==> src/rtl/gray_ptr_sync_w2r_pkg.sv <==
// fifo_pkg: shared FIFO pointer helpers.
// Contents:
//   SYNC_STAGES_MIN/MAX  legal synchroniser depth range
//   ADDRESS_BITS_MAX     widest supported FIFO address
//   ptr_t                pointer container, wide enough for any legal ADDRESS_BITS
//   ptr_width()          pointer width (address bits plus wrap bit)
//   gray2bin/bin2gray    code conversions on a zero-extended ptr_t
// Zero-extending a narrower pointer into ptr_t leaves both conversions correct
// in the low bits, so callers simply truncate the result back to their width.
package fifo_pkg;
  localparam int SYNC_STAGES_MIN = 2;
  localparam int SYNC_STAGES_MAX = 4;
  localparam int ADDRESS_BITS_MAX = 15;
  typedef logic [ADDRESS_BITS_MAX:0] ptr_t;
  function automatic int ptr_width(int address_bits);
    return address_bits + 1;
  endfunction
  function automatic ptr_t gray2bin(ptr_t g);
    ptr_t b;
    b[ADDRESS_BITS_MAX] = g[ADDRESS_BITS_MAX];
    for (int i = ADDRESS_BITS_MAX - 1; i >= 0; i--) b[i] = b[i+1] ^ g[i];
    return b;
  endfunction
  function automatic ptr_t bin2gray(ptr_t b);
    return b ^ (b >> 1);
  endfunction
endpackage

==> src/rtl/gray_ptr_sync_w2r_if.sv <==
// gray_ptr_sync_w2r_if: read-side bundle of the write-pointer synchroniser.
// Ports (slave = synchroniser side):
//   wptr_gray     in   write pointer, Gray, from the write clock domain
//   rptr_bin      in   read pointer, binary
//   clr_err       in   synchronous clear of the sticky error flags
//   rq_wptr_gray  out  synchronised write pointer, Gray
//   rq_wptr_bin   out  synchronised write pointer, binary
//   r_fill        out  occupancy seen by the read side
//   r_empty       out  FIFO empty
//   sync_valid    out  synchroniser flushed since reset
//   wptr_adv      out  synchronised pointer moved this cycle
//   gray_err      out  sticky illegal Gray step
//   fill_err      out  sticky occupancy overflow
interface gray_ptr_sync_w2r_if #(parameter int ADDRESS_BITS = 4);
  logic [ADDRESS_BITS:0] wptr_gray;
  logic [ADDRESS_BITS:0] rptr_bin;
  logic clr_err;
  logic [ADDRESS_BITS:0] rq_wptr_gray;
  logic [ADDRESS_BITS:0] rq_wptr_bin;
  logic [ADDRESS_BITS:0] r_fill;
  logic r_empty;
  logic sync_valid;
  logic wptr_adv;
  logic gray_err;
  logic fill_err;
  modport slave (
    input wptr_gray, rptr_bin, clr_err,
    output rq_wptr_gray, rq_wptr_bin, r_fill, r_empty, sync_valid, wptr_adv, gray_err, fill_err
  );
  modport master (
    output wptr_gray, rptr_bin, clr_err,
    input rq_wptr_gray, rq_wptr_bin, r_fill, r_empty, sync_valid, wptr_adv, gray_err, fill_err
  );
endinterface

==> src/rtl/gray_ptr_sync_w2r_sync_chain.sv <==
// sync_chain: multi-flop synchroniser with asynchronous active-low reset.
// Ports:
//   i_clk    destination clock
//   i_rst_n  asynchronous active-low reset
//   i_d      asynchronous input bus
//   o_q      input delayed by exactly STAGES i_clk edges
module sync_chain
  import fifo_pkg::*;
#(
  parameter int WIDTH = 5,
  parameter int STAGES = 2
) (
  input  logic i_clk,
  input  logic i_rst_n,
  input  logic [WIDTH-1:0] i_d,
  output logic [WIDTH-1:0] o_q
);
  if (STAGES < SYNC_STAGES_MIN || STAGES > SYNC_STAGES_MAX) begin : g_bad_stages
    $error("sync_chain: STAGES=%0d outside %0d..%0d", STAGES, SYNC_STAGES_MIN, SYNC_STAGES_MAX);
  end
  logic [STAGES-1:0][WIDTH-1:0] r_s;
  always_ff @(posedge i_clk or negedge i_rst_n)
    if (!i_rst_n) r_s <= '0;
    else r_s <= {r_s[STAGES-2:0], i_d};
  assign o_q = r_s[STAGES-1];
endmodule

==> src/rtl/gray_ptr_sync_w2r.sv <==
// gray_ptr_sync_w2r: brings a Gray write pointer into the read clock domain.
// Ports:
//   rclk  read-domain clock
//   rrst  asynchronous active-low reset
//   bus   gray_ptr_sync_w2r_if.slave (pointers in; synchronised pointer,
//         occupancy, empty, qualification and sticky error flags out)
// Only the synchroniser output feeds the derived outputs, so nothing
// downstream sees the asynchronous write pointer directly.
module gray_ptr_sync_w2r
  import fifo_pkg::*;
#(
  parameter int ADDRESS_BITS = 4,
  parameter int SYNC_STAGES = 2
) (
  input logic rclk,
  input logic rrst,
  gray_ptr_sync_w2r_if.slave bus
);
  localparam int W = ptr_width(ADDRESS_BITS);
  localparam logic [W-1:0] DEPTH = W'(1) << ADDRESS_BITS;
  logic [W-1:0] w_q;
  logic [W-1:0] w_bin;
  logic [W-1:0] w_fill;
  logic [W-1:0] r_prev;
  logic [2:0] r_cnt;
  logic w_valid;
  logic r_gray_err;
  logic r_fill_err;
  sync_chain #(.WIDTH(W), .STAGES(SYNC_STAGES)) u_sync (
    .i_clk(rclk),
    .i_rst_n(rrst),
    .i_d(bus.wptr_gray),
    .o_q(w_q)
  );
  assign w_bin = W'(gray2bin(ptr_t'(w_q)));
  assign w_fill = w_bin - bus.rptr_bin;
  // The extra edge beyond the chain depth guarantees r_prev also holds a
  // post-reset synchronised value before any step is judged.
  assign w_valid = r_cnt >= 3'(SYNC_STAGES + 1);
  always_ff @(posedge rclk or negedge rrst)
    if (!rrst) begin
      r_prev <= '0;
      r_cnt <= '0;
      r_gray_err <= 1'b0;
      r_fill_err <= 1'b0;
    end else begin
      r_prev <= w_q;
      r_cnt <= (r_cnt == 3'd7) ? r_cnt : r_cnt + 3'd1;
      r_gray_err <= (w_valid && $countones(w_q ^ r_prev) > 1) || (r_gray_err && !bus.clr_err);
      r_fill_err <= (w_valid && w_fill > DEPTH) || (r_fill_err && !bus.clr_err);
    end
  assign bus.rq_wptr_gray = w_q;
  assign bus.rq_wptr_bin = w_bin;
  assign bus.r_fill = w_fill;
  assign bus.r_empty = w_fill == '0;
  assign bus.sync_valid = w_valid;
  assign bus.wptr_adv = w_valid && (w_q != r_prev);
  assign bus.gray_err = r_gray_err;
  assign bus.fill_err = r_fill_err;
endmodule

==> src/flat_wrapper.sv <==
// flat-port wrapper written by rule: the top's interface ports become plain ports
module gray_ptr_sync_w2r_flat import fifo_pkg::*;
#(
  parameter int ADDRESS_BITS = 4,
  parameter int SYNC_STAGES = 2
)
  (rclk, rrst, bus_wptr_gray, bus_rptr_bin, bus_clr_err, bus_rq_wptr_gray, bus_rq_wptr_bin, bus_r_fill, bus_r_empty, bus_sync_valid, bus_wptr_adv, bus_gray_err, bus_fill_err);
  gray_ptr_sync_w2r_if #(.ADDRESS_BITS(ADDRESS_BITS)) bus_i ();
  input logic rclk;
  input logic rrst;
  input wire logic [$bits(bus_i.wptr_gray)-1:0] bus_wptr_gray;
  input wire logic [$bits(bus_i.rptr_bin)-1:0] bus_rptr_bin;
  input wire logic [$bits(bus_i.clr_err)-1:0] bus_clr_err;
  output wire logic [$bits(bus_i.rq_wptr_gray)-1:0] bus_rq_wptr_gray;
  output wire logic [$bits(bus_i.rq_wptr_bin)-1:0] bus_rq_wptr_bin;
  output wire logic [$bits(bus_i.r_fill)-1:0] bus_r_fill;
  output wire logic [$bits(bus_i.r_empty)-1:0] bus_r_empty;
  output wire logic [$bits(bus_i.sync_valid)-1:0] bus_sync_valid;
  output wire logic [$bits(bus_i.wptr_adv)-1:0] bus_wptr_adv;
  output wire logic [$bits(bus_i.gray_err)-1:0] bus_gray_err;
  output wire logic [$bits(bus_i.fill_err)-1:0] bus_fill_err;
  assign bus_i.wptr_gray = bus_wptr_gray;
  assign bus_i.rptr_bin = bus_rptr_bin;
  assign bus_i.clr_err = bus_clr_err;
  assign bus_rq_wptr_gray = bus_i.rq_wptr_gray;
  assign bus_rq_wptr_bin = bus_i.rq_wptr_bin;
  assign bus_r_fill = bus_i.r_fill;
  assign bus_r_empty = bus_i.r_empty;
  assign bus_sync_valid = bus_i.sync_valid;
  assign bus_wptr_adv = bus_i.wptr_adv;
  assign bus_gray_err = bus_i.gray_err;
  assign bus_fill_err = bus_i.fill_err;
  gray_ptr_sync_w2r #(.ADDRESS_BITS(ADDRESS_BITS), .SYNC_STAGES(SYNC_STAGES)) u_core (.rclk(rclk), .rrst(rrst), .bus(bus_i));
endmodule
==> config.mk <==
export PLATFORM = sky130hd
export DESIGN_NAME = gray_ptr_sync_w2r_flat
export DESIGN_NICKNAME = d
export VERILOG_FILES = /design/src/rtl/gray_ptr_sync_w2r_pkg.sv /design/src/rtl/gray_ptr_sync_w2r_if.sv /design/src/rtl/gray_ptr_sync_w2r_sync_chain.sv /design/src/rtl/gray_ptr_sync_w2r.sv /design/src/flat_wrapper.sv
export SDC_FILE = /design/constraint.sdc
export NUM_CORES = 1
export LEC_CHECK = 0
export CORE_UTILIZATION = 26
export DETAILED_ROUTE_END_ITERATION = 6
export HOLD_SLACK_MARGIN = 0.12
export SLEW_MARGIN = 20
export SYNTH_ARGS = -nofsm -noshare
export SYNTH_HDL_FRONTEND = slang
export SYNTH_HIERARCHICAL = 1
export SYNTH_SLANG_ARGS = --single-unit
==> constraint.sdc <==
create_clock -name rclk -period 5.65 [get_ports rclk]
set_input_delay 0.565 -clock rclk [delete_from_list [all_inputs] [get_ports rclk]]
set_output_delay 0.565 -clock rclk [all_outputs]
set_load 0.01 [all_outputs]
==> results of run 1 <==
==> cells in the final DEF, fill, tap and decap left out, drive strengths merged <==
cell,count
clkdlybuf4s50,32
dfrtp,20
inv,12
ha,9
xnor2,9
xor2,6
a21oi,4
clkbuf,3
nor2,3
nand2b,2
nand2,2
fa,2
nand3b,1
a211oi,1
o22ai,1
or4bb,1
or4,1
nor2b,1
a41o,1
a31oi,1
mux2,1
mux2i,1
==> final cells by class <==
type                            count  area (um^2)  share of cell area
Sequential cell                    20          500               0.355
Inverter                           12         45.0              0.0320
Tap cell                           48         60.1              0.0426
Multi-Input combinational cell     47          442               0.313
Timing Repair Buffer               32          320               0.227
Clock buffer                        3         41.3              0.0293
==> how the worst max path moves through the flow <==
stage / to / slack, ps
2_1_floorplan: bus_r_empty / 2120
3_3_place_gp: bus_r_empty / 1810
3_5_place_dp: bus_r_empty / 1710
4_1_cts: bus_r_empty / 1430
5_1_grt: bus_r_empty / 1310
6_report: bus_r_empty / 1470
==> cell families after synthesis <==
family | share of synthesized area
DFF | 0.485
buffers and inverters | 0.0873
xor gates and xnor gates | 0.149
adders and majority gates | 0.148
and+or+nand+nor | 0.0618
AOI/OAI and AO/OA | 0.0485
muxes | 0.0206
==> flip-flops by register name, summed over array words and instances (netlist names) <==
register             flops
u_core/bus.fill_err      1
u_core/bus.gray_err      1
u_core/u_sync/r_s        5
u_core/r_prev            5
u_core/r_cnt             3
u_core/u_sync/o_q        5
==> metal layers <==
layer | track usage | up-vias
met2 | 0.156 | 23
met5 | 0 | -
li1 | - | 326
met1 | 0.104 | 314
met3 | 0.0229 | 2
met4 | 0.0489 | 0
==> metrics by stage <==
| step | cell area (um^2) | worst slack [ps] | hold WS (ps) |
|---|---|---|---|
| 2_1_floorplan | 1030 | 2120 | 269 |
| 3_3_place_gp | 1370 | 1810 | 332 |
| 3_5_place_dp | 1370 | 1710 | 335 |
| 4_1_cts | 1410 | 1430 | 349 |
| 5_1_grt | 1410 | 1310 | 364 |
| 6_report | 1410 | 1470 | 349 |
==> worst max-delay path, cell delays in order (launching register included) <==
cell and delay, ps:
dfrtp_1 470, xor2_2 280, xor2_2 250, xnor2_2 200, xor2_1 130, ha_1 220, fa_1 400, xnor2_1 170
or4_1 540, a21oi_1 160, clkdlybuf4s50_1 550
==> report_power, final <==
group          total [mW]  switching, mW  internal [mW]
sequential          0.160        0.00686          0.153
combinational       0.148         0.0651         0.0826
clock              0.0867         0.0394         0.0473
total               0.394          0.111          0.283
==> impl_results.md, run 1 <==
* DP Wirelength at 1490 um
* DR top layer: met4
* Reg2Reg Setup Slack at 2610 ps
* Cell Area, Synth at 0.00103 mm^2
* I/O pin count at 33
* R2R Path End: u_core/bus.fill_err$_DFF_PN0_
* DRT antenna net count at 0
* Seq cells post-synth at 20
* CTS Buf Count at 3
* Layout Cells excl Fill at 162
* Clk_lat worst skew at 250 ps
* Placed cells at 159
* EDFF count, synth at 0
* Placer Congestion at 0.757
* Largest net degree at the start of global routing at 21
* Die Ht at 65.0 um
* Full die area at 0.00423 mm^2
* Initial Util at 0.276
* Postcts setup bufs at 0
* Leakage power at 0.620 nW
* Synthesized Nets at 109
* MaxCap Viol Count at 0
* Nets@finish at 140
* PD cells at 280 mW/mm^2
* First-pass GRT wire length at 2900 um
* Root Buffer: clkbuf_8
* Post-synth top area share at 0.485
* Critical path endpoint category: output port
* Routed WL per cell at 11.1 um
* Clk buf depth at 2
* Post-CTS sizing at 0
* Slew HR at 0.457
* Achievable Freq at 0.239 GHz
* Setup-failing EPs final at 0
* Crit path DAT at 3620 ps
* DR vias/cell at 4.10
* Pre-antenna DRT Iters at 2
* Routed length on met3 at 132 um
* P&R area growth vs syn at 36.5%
* Total grt overflow at 0
* Unique masters post-synth at 23
* Avg Cell Area, Syn at 12.1 um^2
* Vias in the first global route at 686
* CP Launch Point: u_core/u_sync/o_q[4]$_DFF_PN0_
* Met2 wire length at 860 um
* CTS H-tree depth at 1
* # diodes at 0
* CTS hold repair buffers at 0
* Worst Tran Pin Value at 812 ps
* Worst Skew at 0.488 ps
* Initial antenna violation count at 0
* Min-Delay Path Class: register to register
* Sum Neg Setup Slack at 0 ps
* Count of final max-slew check failures at 0
* Routed vias at 665
* Crit Path Max Fanout at 6
* Asr flop ratio synth at 1.00
* Synth cell count leaders: dfrtp_1 (20), inv_1 (12), ha_1 (9)
* Origin of the critical flop-to-flop path: u_core/u_sync/o_q[4]$_DFF_PN0_
* CTS Sinks at 20
* Total chip power at 394 uW
* Hold Path Stages at 0
* Hold path startpoint: u_core/u_sync/r_s[0]$_DFF_PN0_
* Final Hold Viols at 0
* Cell with the most instances after synthesis: dfrtp_1
* Fin util at 0.376
* DRT Wirelength at 1800 um
* Top_reg_cell synth: dfrtp_1
* CTS tree: done
* Period utilization at 0.740
* Fillcell total at 393
* Required @ worst endpoint at 5090 ps
* VDD IR max at 0.000172 V
* I/O Buffers at 32
* Mapped Cells at 85
* Placeable Area at 0.00374 mm^2
* Ys Warns at 6
* DR iter-0 viols at 15
* DRC at 0
* Status: finished clean
* Final min period at 4180 ps
* Setup CP Type: register to output port
* Global-route usage over all layers at 0.0913
* Share of cells above drive strength 1 at 0.0614
* Core Rows at 22
* RSZ-0062 raised after global routing: no
* Yosys top cell by area: dfrtp_1
* M1 WL at 798 um
* Clock Pin Slew Worst Setup and Hold Paths at 60 ps
* Top cells by area, synth: dfrtp_1 (48%), ha_1 (11%), xnor2_1 (6.8%)
* Worst hold endpoint: u_core/u_sync/o_q[0]$_DFF_PN0_
* R2r worst-path depth at 9
* Die X-Extent at 65.0 um
* CP startpoint kind: register
* Register area share after synthesis at 0.485
Note: power is estimated with default switching activity, not from simulation.
==> run 2: changes to the inputs <==
- clock period: 5.65 -> 4.3 ns (I/O delays scaled with it)
==> run 2 against run 1 <==
Effect of this change: total power rose by 31%; critical endpoint unchanged; register-to-register slack got worse by 1300 ps; critical path depth stayed put; largest power group unchanged; combinational power increased by 31%.
==> impl_results.md, run 2 (synthesized netlist as in run 1, its figures left out) <==
* Most frequent cells in the layout: clkdlybuf4s50_1 (32), dfrtp_1 (20), inv_1 (12)
* Fillcell total at 386
* Placeable Area at 0.00374 mm^2
* Clk pwr share at 0.221
* Root Buffer: clkbuf_8
* Reg2Reg Setup Slack at 1280 ps
* Full die area at 0.00423 mm^2
* Core Rows at 22
* DRC at 0
* Worst hold endpoint: u_core/u_sync/o_q[0]$_DFF_PN0_
* Fin util at 0.376
* Achievable Freq at 0.248 GHz
* DRT Wirelength at 1810 um
* Leakage power at 0.620 nW
* Commonest non-fill, non-tap cell in the layout: clkdlybuf4s50_1
* R2r worst-path depth at 9
* Final min period at 4030 ps
* Global-route usage over all layers at 0.0917
* Initial Util at 0.276
* PD cells at 368 mW/mm^2
* Sw power at 146 uW
* Initial antenna violation count at 0
* CTS Buf Count at 3
* Routed WL per cell at 11.2 um
* Vias in the first global route at 692
* DR vias/cell at 4.12
* Worst Tran Pin Value at 811 ps
* Count of final max-slew check failures at 0
* P&R area growth vs syn at 36.5%
* Min-Delay Path Class: register to register
* Final Hold Viols at 0
* Routed vias at 667
* Hold Path Stages at 0
* Total chip power at 518 uW
* Origin of the critical flop-to-flop path: u_core/u_sync/o_q[4]$_DFF_PN0_
* Sw frac at 0.283
* DRT antenna net count at 0
* I/O pin count at 33
* MaxCap Viol Count at 0
* DP Wirelength at 1480 um
* Largest net degree at the start of global routing at 21
* Layout Cells excl Fill at 162
* CTS Sinks at 20
* Hold path startpoint: u_core/u_sync/r_s[0]$_DFF_PN0_
* Combinational group share of total power at 0.374
* Clk buf depth at 2
* Post-route cell area at 0.00141 mm^2
* Place WS at 509 ps
* First-pass GRT wire length at 2930 um
* CTS tree: done
* Setup CP Type: register to output port
* Clk_lat worst skew at 250 ps
* Clock Pin Slew Worst Setup and Hold Paths at 60 ps
* Required @ worst endpoint at 3870 ps
* Share of cells above drive strength 1 at 0.0614
* Pre-antenna DRT Iters at 2
* CTS H-tree depth at 1
* Postcts setup bufs at 0
* CTS hold repair buffers at 0
* Total grt overflow at 0
* CP Launch Point: u_core/u_sync/o_q[4]$_DFF_PN0_
* R2R Path End: u_core/bus.fill_err$_DFF_PN0_
* Post-CTS sizing at 0
* Sequential power share at 0.405
* Die X-Extent at 65.0 um
* Critical path endpoint category: output port
* Crit Path Max Fanout at 6
* VDD IR max at 0.000227 V
* Area post-placement at 0.00137 mm^2
* Status: finished clean
* # diodes at 0
* Setup-failing EPs final at 0
* Final worst setup slack at 272 ps
* Placed cells at 159
* I/O Buffers at 32
* Sum Neg Setup Slack at 0 ps
* Crit path DAT at 3600 ps
* Nets@finish at 140
* RSZ-0062 raised after global routing: no
* Internal power at 371 uW
* DR iter-0 viols at 19
* Slew HR at 0.457
* Die Ht at 65.0 um
* Placer Congestion at 0.757
* Hold_ws at 349 ps
* CP startpoint kind: register
* Period utilization at 0.937
* Worst Skew at 1.18 ps
## run 2: worst max-delay path by stage
stage             endpoint  slack [ps]
2_1_floorplan  bus_r_empty         910
3_3_place_gp   bus_r_empty         590
3_5_place_dp   bus_r_empty         510
4_1_cts        bus_r_empty         230
5_1_grt        bus_r_empty          90
6_report       bus_r_empty         270
## run 2: power groups by stage
stage          Clock [mW]  Combinational (mW)  Sequential, mW
2_1_floorplan           0               0.101           0.211
5_1_grt             0.129               0.212           0.211
3_3_place_gp            0               0.193           0.213
3_5_place_dp            0               0.196           0.214
6_report            0.114               0.194           0.210
4_1_cts             0.118               0.197           0.210
## run 2: worst max-delay path, stage by stage (launching register included)
cell and delay (ps):
dfrtp_1 470, xor2_2 280, xor2_2 250, xnor2_2 200, xor2_1 130, ha_1 220
fa_1 390, xnor2_1 170, or4_1 540, a21oi_1 160, clkdlybuf4s50_1 550
## run 2: cell type report
type / count / area (um^2) / share of cell area
Inverter: 12 / 45.0 / 0.0320
Tap cell: 48 / 60.1 / 0.0426
Timing Repair Buffer: 32 / 320 / 0.227
Clock buffer: 3 / 41.3 / 0.0293
Multi-Input combinational cell: 47 / 442 / 0.313
Sequential cell: 20 / 500 / 0.355
## run 2: layer usage
metal,share of wire,up-vias,global-route usage
met5,0,-,0
met4,0.0055,0,0.0489
met3,0.070,2,0.0229
met2,0.47,23,0.154
met1,0.45,316,0.107
li1,-,326,-
